===== src/rtl/speed_ramp_controller.sv =====
// Game-speed generator: raises a fixed-point scroll speed every `interval` counted
// cycles, clamping at MAX_SPEED, with linear or geometric ramp, pause and restart.
module speed_ramp_controller #(
    parameter int INT_BITS    = 12,
    parameter int FRAC_BITS   = 2,
    parameter int START_SPEED = 4,
    parameter int MAX_SPEED   = 46,
    parameter int RAMP_MODE   = 0,
    parameter int STEP        = 1,
    parameter int GEO_SHIFT   = 3,
    parameter int INTERVAL_W  = 32,
    parameter int LEVEL_W     = 8,
    localparam int W          = INT_BITS + FRAC_BITS
) (
    input  logic                  clk,
    input  logic                  rst,
    input  logic                  run,
    input  logic                  pause,
    input  logic                  restart,
    input  logic [INTERVAL_W-1:0] interval,
    output logic [W-1:0]          speed,
    output logic [LEVEL_W-1:0]    level,
    output logic                  step_pulse,
    output logic                  at_max
);

    localparam logic [W-1:0] START_V  = W'(START_SPEED);
    localparam logic [W-1:0] MAX_V    = W'(MAX_SPEED);
    localparam logic [W:0]   MAX_EXT  = (W+1)'(MAX_SPEED);
    localparam logic [W:0]   STEP_EXT = (W+1)'(STEP);
    localparam logic         START_AT_MAX = (START_SPEED == MAX_SPEED);

    logic [INTERVAL_W-1:0] timer_q, timer_d;
    logic [W-1:0]          speed_q, speed_d;
    logic [LEVEL_W-1:0]    level_q, level_d;
    logic                  step_q, step_d;
    logic                  at_max_q, at_max_d;

    logic                  cnt_en;
    logic [INTERVAL_W-1:0] eff_m1;
    logic                  expire;
    logic [W-1:0]          geo_shr;
    logic [W:0]            inc;
    logic [W:0]            sum;
    logic [W-1:0]          next_speed;

    always_comb begin
        cnt_en  = run & ~pause;
        // interval of 0 behaves as 1, so the last count index is 0 in both cases
        eff_m1  = (interval == '0) ? '0 : interval - INTERVAL_W'(1);
        expire  = cnt_en & (timer_q >= eff_m1);

        geo_shr = speed_q >> GEO_SHIFT;
        if (RAMP_MODE == 1)
            inc = (geo_shr == '0) ? (W+1)'(1) : {1'b0, geo_shr};
        else
            inc = STEP_EXT;

        // W+1 bit sum so a large increment clamps instead of wrapping
        sum        = {1'b0, speed_q} + inc;
        next_speed = (sum >= MAX_EXT) ? MAX_V : sum[W-1:0];
    end

    always_comb begin
        timer_d = timer_q;
        speed_d = speed_q;
        level_d = level_q;
        step_d  = 1'b0;

        if (restart) begin
            timer_d = '0;
            speed_d = START_V;
            level_d = '0;
        end else if (expire) begin
            timer_d = '0;
            if (speed_q != MAX_V) begin
                speed_d = next_speed;
                step_d  = 1'b1;
                if (level_q != {LEVEL_W{1'b1}})
                    level_d = level_q + LEVEL_W'(1);
            end
        end else if (cnt_en) begin
            timer_d = timer_q + INTERVAL_W'(1);
        end

        at_max_d = (speed_d == MAX_V);
    end

    always_ff @(posedge clk) begin
        if (rst) begin
            timer_q  <= '0;
            speed_q  <= START_V;
            level_q  <= '0;
            step_q   <= 1'b0;
            at_max_q <= START_AT_MAX;
        end else begin
            timer_q  <= timer_d;
            speed_q  <= speed_d;
            level_q  <= level_d;
            step_q   <= step_d;
            at_max_q <= at_max_d;
        end
    end

    assign speed      = speed_q;
    assign level      = level_q;
    assign step_pulse = step_q;
    assign at_max     = at_max_q;

endmodule

===== config.mk =====
export PLATFORM = sky130hd
export DESIGN_NAME = speed_ramp_controller
export DESIGN_NICKNAME = d
export VERILOG_FILES = /design/src/rtl/speed_ramp_controller.sv
export SDC_FILE = /design/constraint.sdc
export NUM_CORES = 1
export LEC_CHECK = 0
export BUFFER_PORTS_ARGS = -buffer_cell sky130_fd_sc_hd__buf_2
export CAP_MARGIN = 20
export CORE_MARGIN = 2
export CORE_UTILIZATION = 25
export DETAILED_ROUTE_END_ITERATION = 6
export GPL_TIMING_DRIVEN = 0
export PLACE_DENSITY = 0.51
export SYNTH_ARGS = -nofsm -noshare
export SYNTH_HDL_FRONTEND = slang
export SYNTH_SLANG_ARGS = --single-unit

===== constraint.sdc =====
create_clock -name clk -period 4.5 [get_ports clk]
set_input_delay 0.9 -clock clk [delete_from_list [all_inputs] [get_ports clk]]
set_output_delay 0.9 -clock clk [all_outputs]
set_load 0.1 [all_outputs]

==> flow_summary.ini, run 1 <==
[synth]
synthTopCellsByCount = nor2_1, nand2_1, dfxtp_1
synth_ff_type = dfxtp_1
syn_area_mm2 = 0.00413
avgSynthCellArea_um2 = 7.87
synth_fp_nets = 601
postSynthCellCount = 525
synth_edf_count = 0
synthMostInstantiatedCell = nor2_1
synth_top_cell_area_share_pct = 27.1
synth_seq_cells = 56
seq_area_frac_synth_pct = 27.1
ys_top_cells_by_area = dfxtp_1, ha_1, xnor2_1, nor2_1, nand2_1
synth_cell_types = 58
yosysTopAreaCell = dfxtp_1
async_flop_share_pct = 0
yosysWarningCount = 0

[floorplanning]
die_y_um = 133
start_util_pct = 25.8
coreArea_mm2 = 0.0160
fp.dieArea_mm2 = 0.0176
fp.dieW_um = 133
num_io_pins = 61
num_rows = 46

[pwr]
intPower_uw = 807
p_sw_uw = 243
p_comb_share_pct = 10.6
power_switching_share_pct = 23.2
power_frac_clock_pct = 42.2
p_per_area_mw_per_mm2 = 192
p_leak_uw = 0.00220
finalPower_uw = 1050
ir_drop_v = 0.000143
seq_power_share_pct = 47.2

[critical_path]
r2r-end = speed[2]
crit_fanout = 7
cp-start-kind = input port
critPathArrivalTime_ps = 4910
path_depth = 18
worstSetupPathType = input port to flop
crit_required_ps = 4700
ff2ff_path_depth = 10
end_kind = flop
cp_cell_sequence = buf_2, or4_4, nor4_4, nand2b_4, or4_4, nor4_4, xor2_1, nand2_1, ha_4, nand4_1, nor2_2, a221oi_2, o211ai_1, buf_4, o21ai_4, nand2b_4, o22ai_4, nor4_2
startpoint = interval[12]
cp_num_buf_inv = 2
worstReg2RegStart = speed[1]
cpMaxStageDelayCell = or4_4
slowest_delay_ps = 580
crit_family = simple AND/OR/NAND/NOR gates
endpoint = at_max
rrSetupSlack_ps = 1450

[grt]
grt_max_degree = 17
antenna_found_initial = 0
grt_usage_pct = 12.4
grt_overflow = 0
grt_pass1_wl_mm = 18.5
grt_pass1_vias = 3855

[sta]
fin_crit_sh_pct = 105
rsz0062_at_grt = true
finalSetupViolCount = 51
tns_ps = -4880
worst_slew_margin_rel_pct = 38.9
fin_ws_ps = -205
finalHoldViolations = 0
maxSlewViolCount = 0
tightest_slew_ps = 912
finalClockSkew_ps = 5.98
fin_crit_ps = 4700
timing.fmax_ghz = 0.213

[clock_tree]
clk_pin_slew_ps = 70
cts_root_buf = clkbuf_16
ctsHoldBuffers = 0
cts_made_buffers = 5
htree_levels = 2
cts_max_path_buffers = 2
cts_tree = yes
clkLatencyLatePin_ps = 290
clkSinkCount = 56

[place]
io_buffers = 60
gp_congestion = 0.838
place_inst = 801
place_hpwl_mm = 8.29

[final_layout]
drive_gt1_share_pct = 26.1
antennaDiodeCount = 0
syn_to_final_growth_pct = 32.4
num-nets-final = 692
layout.cells.non_filler = 833

[route]
vias = 3941
viasPerCell = 4.73
ant_nets = 0
drc = 0
drt_pre_antenna_iters = 4
drt-total-wl_mm = 11.0
wl_per_cell_um = 13.1
drt-initial-drc-count = 193

[min_path]
holdPathStages = 2
hold_path.class = flop to flop

[outcome]
outcome = finished with violations
violations = setup timing

[flow_run]
maxCapViolCount = 0
[cell usage in the layout (no fill, tap or decap), types with 3 or more instances in the layout]
master,instances
nand2_1,72
nor2_1,70
buf_2,58
dfxtp_1,56
xnor2_1,35
ha_1,33
xor2_1,26
a21oi_1,23
buf_4,21
nand3_1,16
inv_1,14
nand4_1,13
and3_1,13
o21ai_0,12
nor3_1,8
buf_6,8
nor4_4,7
clkbuf_1,6
nand2b_1,6
or3_1,6
ha_4,6
or4_4,5
nor2_2,5
nor4_1,5
and4_1,5
clkbuf_16,5
and2_1,4
nand3b_1,3
a211oi_1,3
o22ai_1,3
nor3_2,3
[worst min-delay path by stage]
stage	startpoint	end	slack, ps
3_5_place_dp	speed[8]	speed[8]	520
6_report	level[1]	level[1]	530
5_1_grt	speed[8]	speed[8]	550
4_1_cts	speed[8]	speed[8]	530
2_1_floorplan	timer_q[29]	timer_q[29]	470
3_3_place_gp	level[1]	level[1]	510
[power groups by stage]
stage	logic [uW]	clock network, uW	registers (uW)
floorplan	54.5	0	507
global placement	98.0	0	508
detailed placement	101	0	508
CTS	107	453	496
global route	125	474	496
finish	111	443	496
[per-stage QoR]
stage                     utilization (%)  area [um^2]  setup WS [ps]  hold slack (ps)
after detailed placement             30.1         4810          -1040              521
after global placement               30.1         4810           -921              508
after global routing                 34.2         5470           -404              546
after floorplan                         -         4240          -28.2              471
final                                34.2         5470           -205              529
after CTS                            32.9         5260           -273              531
[layout make-up]
class	count	area, um^2
plain buffers	14	90.1
clock buffers	6	129
clock inverters	2	35.0
fillers	1735	10500
inverters	16	62.6
multi-input cells	439	3230
flip-flops and latches	56	1120
well taps	216	270
repair buffers	84	529
[metal layers]
layer	GRT usage, %	routed length, um	vias up
met1	17.3	5520	1810
met2	19.9	4790	97
met5	0	0	-
met4	3.11	129	0
met3	1.92	508	11
li1	-	-	2023
[flip-flops by register name (all words and copies together) (netlist names)]
register,count
timer_q,32
speed,14
level,8
at_max,1
step_pulse,1
[worst reg2reg max path, cell delays in order, from the launching register on]
cell and delay, ps:
dfxtp_1 510, ha_1 240, clkbuf_1 330, nand4_1 200, nor4_1 290, a21oi_1 80
nor3_2 750, nand2b_4 180, buf_4 190, o22ai_1 110, nand2_1 60
[cells by family after synthesis]
logic type / share of synthesized area (%)
xor+xnor: 13.1
compound gates: 9.97
mux: 0.757
flops: 27.1
simple gates: 34.4
buf+inv: 2.82
fa+ha+maj: 11.8
[timing repair]
item	in CTS	in global routing
cloned	2	0
buffers inserted	15	7
hold endpoints to repair	0	0
resized for setup	40	26
pin swaps	18	24
endpoints found under the setup margin	56	56
Power figures use the tool's default switching activity.
==> inputs of run 2 (changes only) <==
--- a/config.mk
+++ b/config.mk
@@ -5,13 +5,14 @@
 export SDC_FILE = /design/constraint.sdc
 export NUM_CORES = 1
 export LEC_CHECK = 0
+export ABC_AREA = 1
 export BUFFER_PORTS_ARGS = -buffer_cell sky130_fd_sc_hd__buf_2
 export CAP_MARGIN = 20
 export CORE_MARGIN = 2
 export CORE_UTILIZATION = 25
 export DETAILED_ROUTE_END_ITERATION = 6
 export GPL_TIMING_DRIVEN = 0
-export PLACE_DENSITY = 0.51
+export PLACE_DENSITY = 0.5
 export SYNTH_ARGS = -nofsm -noshare
 export SYNTH_HDL_FRONTEND = slang
 export SYNTH_SLANG_ARGS = --single-unit
==> flow_summary.ini, run 2 <==
[critical_path]
slowest_delay_ps = 290
worstSetupPathType = input port to flop
rrSetupSlack_ps = 2170
crit_family = simple AND/OR/NAND/NOR gates
ff2ff_path_depth = 19
cp_num_buf_inv = 6
cp-start-kind = input port
cpMaxStageDelayCell = ha_1
end_kind = flop
critPathArrivalTime_ps = 4300
crit_required_ps = 4730
worstReg2RegStart = timer_q[10]
crit_fanout = 10
r2r-end = at_max

[route]
wl_met2_mm = 5.21
drt_pre_antenna_iters = 4
top_layer = met4
wl_met3_um = 431
drt-total-wl_mm = 12.3
drc = 0
ant_nets = 0
viasPerCell = 4.45
drt-initial-drc-count = 184
vias = 4651
met1_length_mm = 6.54
wl_per_cell_um = 11.8

[sta]
rsz0062_at_grt = false
finalClockSkew_ps = 6.54
fin_crit_ps = 4070
worst_slew_margin_rel_pct = 63.1
maxSlewViolCount = 0
finalSetupViolCount = 0
fin_crit_sh_pct = 90.4
finalHoldViolations = 0
tightest_slew_ps = 552
fin_ws_ps = 430
timing.fmax_ghz = 0.246
tns_ps = 0

[final_layout]
mostFrequentLayoutCell = nand2_1
antennaDiodeCount = 0
drive_gt1_share_pct = 16.0
top_register = timer_q
multi_input_area_mm2 = 0.00327
syn_to_final_growth_pct = 15.7
seq_area_mm2 = 0.00112
final_cell_mix = nand2_1, nor2_1, inv_1
fill_cells = 2103
post-route-cell-area_mm2 = 0.00553
largest_reg_flops = 32
num-nets-final = 888

[synth]
async_flop_share_pct = 0
synth-compound-area-share_pct = 6.18
avgSynthCellArea_um2 = 6.42
seq_area_frac_synth_pct = 23.4
ys_top_cells_by_area = dfxtp_1, nand2_1, ha_1, nor2_1, inv_1
synthMuxAreaShare_pct = 0
synth_top_cell_area_share_pct = 23.4
yosysWarningCount = 0
synth-simple-area-share_pct = 45.4
syn_area_mm2 = 0.00478
synthTopCellsByCount = nand2_1, nor2_1, inv_1
synth_seq_cells = 56
yosysTopAreaCell = dfxtp_1
synth_fp_nets = 821
synth_cell_types = 40
synthAdderAreaFrac_pct = 10.2
synth_edf_count = 0
synth_xor_area_share_pct = 6.23
postSynthCellCount = 745
synth_ff_type = dfxtp_1
synth_top_family_by_area = simple AND/OR/NAND/NOR gates
synthMostInstantiatedCell = nand2_1

[place]
place_hpwl_mm = 10.2
placed_cell_area_mm2 = 0.00537
io_buffers = 60
gp_congestion = 0.822
place_ws_ps = -241

[grt]
antenna_found_initial = 0
grt_usage_pct = 12.5
grt_max_degree = 17
grt_pass1_wl_mm = 20.8
grt_overflow = 0
grt_pass1_vias = 4299

[clock_tree]
cts_setup_buffers = 0
htree_levels = 2
clk_pin_slew_ps = 70
clkLatencyLatePin_ps = 290
ctsHoldBuffers = 0
cts_tree = yes
cts_made_buffers = 5
cts_max_path_buffers = 2
clkSinkCount = 56
cts_root_buf = clkbuf_16

[floorplanning]
die_y_um = 142
num_io_pins = 61
num_rows = 50
coreArea_mm2 = 0.0187
fp.dieW_um = 142
start_util_pct = 25.6
fp.dieArea_mm2 = 0.0202

[pwr]
p_per_area_mw_per_mm2 = 179
p_leak_uw = 0.00232
ir_drop_v = 0.000155

[min_path]
hold_path.class = flop to flop
holdPathStages = 2
holdPathEnd = level[1]
hp-start = level[1]

[flow_run]
maxCapViolCount = 0

[outcome]
outcome = complete, no violations
[run 2: changes by cell type in the layout (fill, tap and decap cells not counted), sizes merged, moves of 9 or more]
cell | previous run | this run
nand3 | 17 | 51
nor3 | 13 | 32
and3 | 13 | 1
nand2 | 75 | 181
nor2 | 77 | 130
xnor2 | 36 | 12
buf | 88 | 65
inv | 16 | 98
or2 | 2 | 17
clkbuf | 16 | 7
[run 2: through the flow]
step                      total power [uW]  hold WS (ps)  instances  utilization, %
final                                  989           501       1046            29.6
after global routing                  1040           523       1046            29.6
after CTS                             1010           504       1046            29.5
after detailed placement               618           494       1039            28.7
after global placement                 617           488       1039            28.7
after floorplan                        573           470        745               -
[run 2: how the worst max path moves through the flow]
stage          cells past startpoint     end        start
2_1_floorplan                     25  at_max  interval[0]
3_5_place_dp                      25  at_max  interval[9]
4_1_cts                           25  at_max  interval[9]
5_1_grt                           26  at_max  interval[7]
3_3_place_gp                      25  at_max  interval[9]
6_report                          26  at_max  interval[7]
[run 2: timing repair]
action	4_1_cts	5_1_grt
hold endpoints to repair	0	0
gates resized for setup	0	7
endpoints found under the setup margin	0	51
[run 2: cells by family (layout without fill, tap and decap cells)]
kind of cell    after synthesis  count (layout)
xor+xnor                     34              34
flops                        56              56
compound gates               53              53
fa+ha+maj                    39              39
buf+inv                     106             173
simple gates                457             457
[run 2: worst min-delay path, delay by kind of cell (launching register included)]
| kind | cells | cell delay, ps |
|---|---|---|
| buffers and inverters | 1 | 70 |
| AOI/OAI and AO/OA | 1 | 60 |
| DFF | 1 | 330 |
[run 2: power by group]
part | internal [uW] | switching, uW
Clock | 203 | 181
Sequential | 495 | 0.378
Combinational | 42.0 | 67.1
[run 2: routing by layer]
layer | track usage (%) | vias to the layer above
li1 | - | 2552
met1 | 18.4 | 2005
met2 | 19.8 | 86
met3 | 1.31 | 8
met4 | 2.42 | 0
met5 | 0 | -
[run 2: final cells by class]
type	count	share of cell area [%]
buffer	7	0.611
clock buffer	5	2.26
clock inverter	2	0.226
inverter	99	6.76
multi-input combinational	583	59.1
sequential	56	20.3
tap	234	5.29
timing repair buffer	60	5.43
==> inputs of run 3 (changes only) <==
--- a/config.mk
+++ b/config.mk
@@ -12,7 +12,7 @@
 export CORE_UTILIZATION = 25
 export DETAILED_ROUTE_END_ITERATION = 6
 export GPL_TIMING_DRIVEN = 0
-export PLACE_DENSITY = 0.5
+export PLACE_DENSITY = 0.54
 export SYNTH_ARGS = -nofsm -noshare
 export SYNTH_HDL_FRONTEND = slang
 export SYNTH_SLANG_ARGS = --single-unit
==> flow_summary.ini, run 3 (synthesis gave the netlist of run 2 again) <==
[outcome]
outcome = complete, no violations

[min_path]
hp-start = level[1]
holdPathStages = 2
holdPathEnd = level[1]
hold_path.class = flop to flop

[sta]
worst_slew_margin_rel_pct = 63.1
fin_crit_sh_pct = 89.8
timing.fmax_ghz = 0.247
finalClockSkew_ps = 9.54
rsz0062_at_grt = false
fin_hold_ws_ps = 497
fin_crit_ps = 4040
finalHoldViolations = 0
finalSetupViolCount = 0
tightest_slew_ps = 550
maxSlewViolCount = 0

[final_layout]
syn_to_final_growth_pct = 16.0
seq_area_mm2 = 0.00112
top_register = timer_q
fill_cells = 2090
antennaDiodeCount = 0
num-nets-final = 888
postLayoutCoreUtil_pct = 29.7
mostFrequentLayoutCell = nand2_1
multi_input_area_mm2 = 0.00327
layout.cells.non_filler = 1047
drive_gt1_share_pct = 16.1
final_cell_mix = nand2_1, nor2_1, inv_1
largest_reg_flops = 32

[route]
wl_per_cell_um = 11.6
vias = 4721
drt-total-wl_mm = 12.1
drc = 0
ant_nets = 0
drt_pre_antenna_iters = 4
viasPerCell = 4.51
drt-initial-drc-count = 150

[grt]
grt_usage_pct = 12.4
grt_overflow = 0
grt_pass1_wl_mm = 20.7
antenna_found_initial = 0
grt_max_degree = 19
grt_pass1_vias = 4409

[critical_path]
worstReg2RegStart = timer_q[10]
slowest_delay_ps = 290
rrSetupSlack_ps = 2170
cpMaxStageDelayCell = ha_1
end_kind = flop
path_common_cell = nand2_1
crit_required_ps = 4740
ff2ff_path_depth = 19
crit_fanout = 10
critPathArrivalTime_ps = 4280
worstSetupPathType = input port to flop
cp-start-kind = input port
r2r-end = at_max

[pwr]
p_sw_uw = 262
ir_drop_v = 0.000135
intPower_uw = 764
power_frac_clock_pct = 41.1
power_switching_share_pct = 25.5
seq_power_share_pct = 48.3
p_per_area_mw_per_mm2 = 185
p_comb_share_pct = 10.5
p_leak_uw = 0.00233

[floorplanning]
coreArea_mm2 = 0.0187
start_util_pct = 25.6
num_rows = 50
num_io_pins = 61
fp.dieArea_mm2 = 0.0202
fp.dieW_um = 142
die_y_um = 142

[place]
place_inst = 1039
gp_congestion = 0.828
place_hpwl_mm = 10.1
io_buffers = 60

[clock_tree]
clk_pin_slew_ps = 80
cts_max_path_buffers = 2
htree_levels = 2
cts_tree = yes
cts_root_buf = clkbuf_16
clkSinkCount = 56
cts_made_buffers = 5
clkLatencyLatePin_ps = 300

[flow_run]
maxCapViolCount = 0
-- run 3: cell type report --
type,count,share of cell area (%)
inverter,99,6.74
sequential,56,20.2
clock buffer,6,2.50
multi-input combinational,583,58.9
buffer,7,0.609
timing repair buffer,60,5.41
clock inverter,2,0.338
tap,234,5.28
-- run 3: per-stage QoR --
step / area (um^2) / power, uW / TNS, ps / setup slack, ps
floorplan: 4780 / 573 / 0 / 839
global placement: 5370 / 616 / -5010 / -235
detailed placement: 5370 / 617 / -4930 / -237
CTS: 5530 / 1040 / 0 / 68.2
global route: 5550 / 1080 / 0 / 24.0
finish: 5550 / 1030 / 0 / 459
-- run 3: power groups by stage --
stage | Combinational [uW] | Clock (uW) | Sequential (uW)
after floorplan | 65.2 | 0 | 507
after global placement | 109 | 0 | 507
after detailed placement | 109 | 0 | 507
after CTS | 109 | 437 | 496
after global routing | 126 | 453 | 496
final | 108 | 422 | 496
-- run 3: metal layers --
layer,share of wire (%),vias up,GRT usage (%)
li1,-,2547,-
met2,43,95,20.4
met5,0,-,0
met3,2.9,19,1.45
met1,52,2060,16.8
met4,2.7,0,4.26
-- run 3: worst max-delay path, delay by kind of cell --
| family | cells | cell delay (ps) |
|---|---|---|
| fa+ha+maj | 2 | 490 |
| buf+inv | 5 | 590 |
| simple gates | 17 | 2180 |
| compound gates | 1 | 90 |
-- run 3: worst max path at each step --
| stage | slack (ps) | start | end |
|---|---|---|---|
| 6_report | 460 | interval[0] | at_max |
| 5_1_grt | 20 | interval[7] | at_max |
| 4_1_cts | 70 | interval[9] | at_max |
| 3_5_place_dp | -240 | interval[9] | at_max |
| 3_3_place_gp | -230 | interval[9] | at_max |
| 2_1_floorplan | 840 | interval[0] | at_max |
-- run 3: what timing repair did --
item	CTS	global route
gates resized for setup	0	6
hold buffers	0	0
setup endpoints to repair	0	49
endpoints found under the hold margin	0	0
setup buffers	0	0
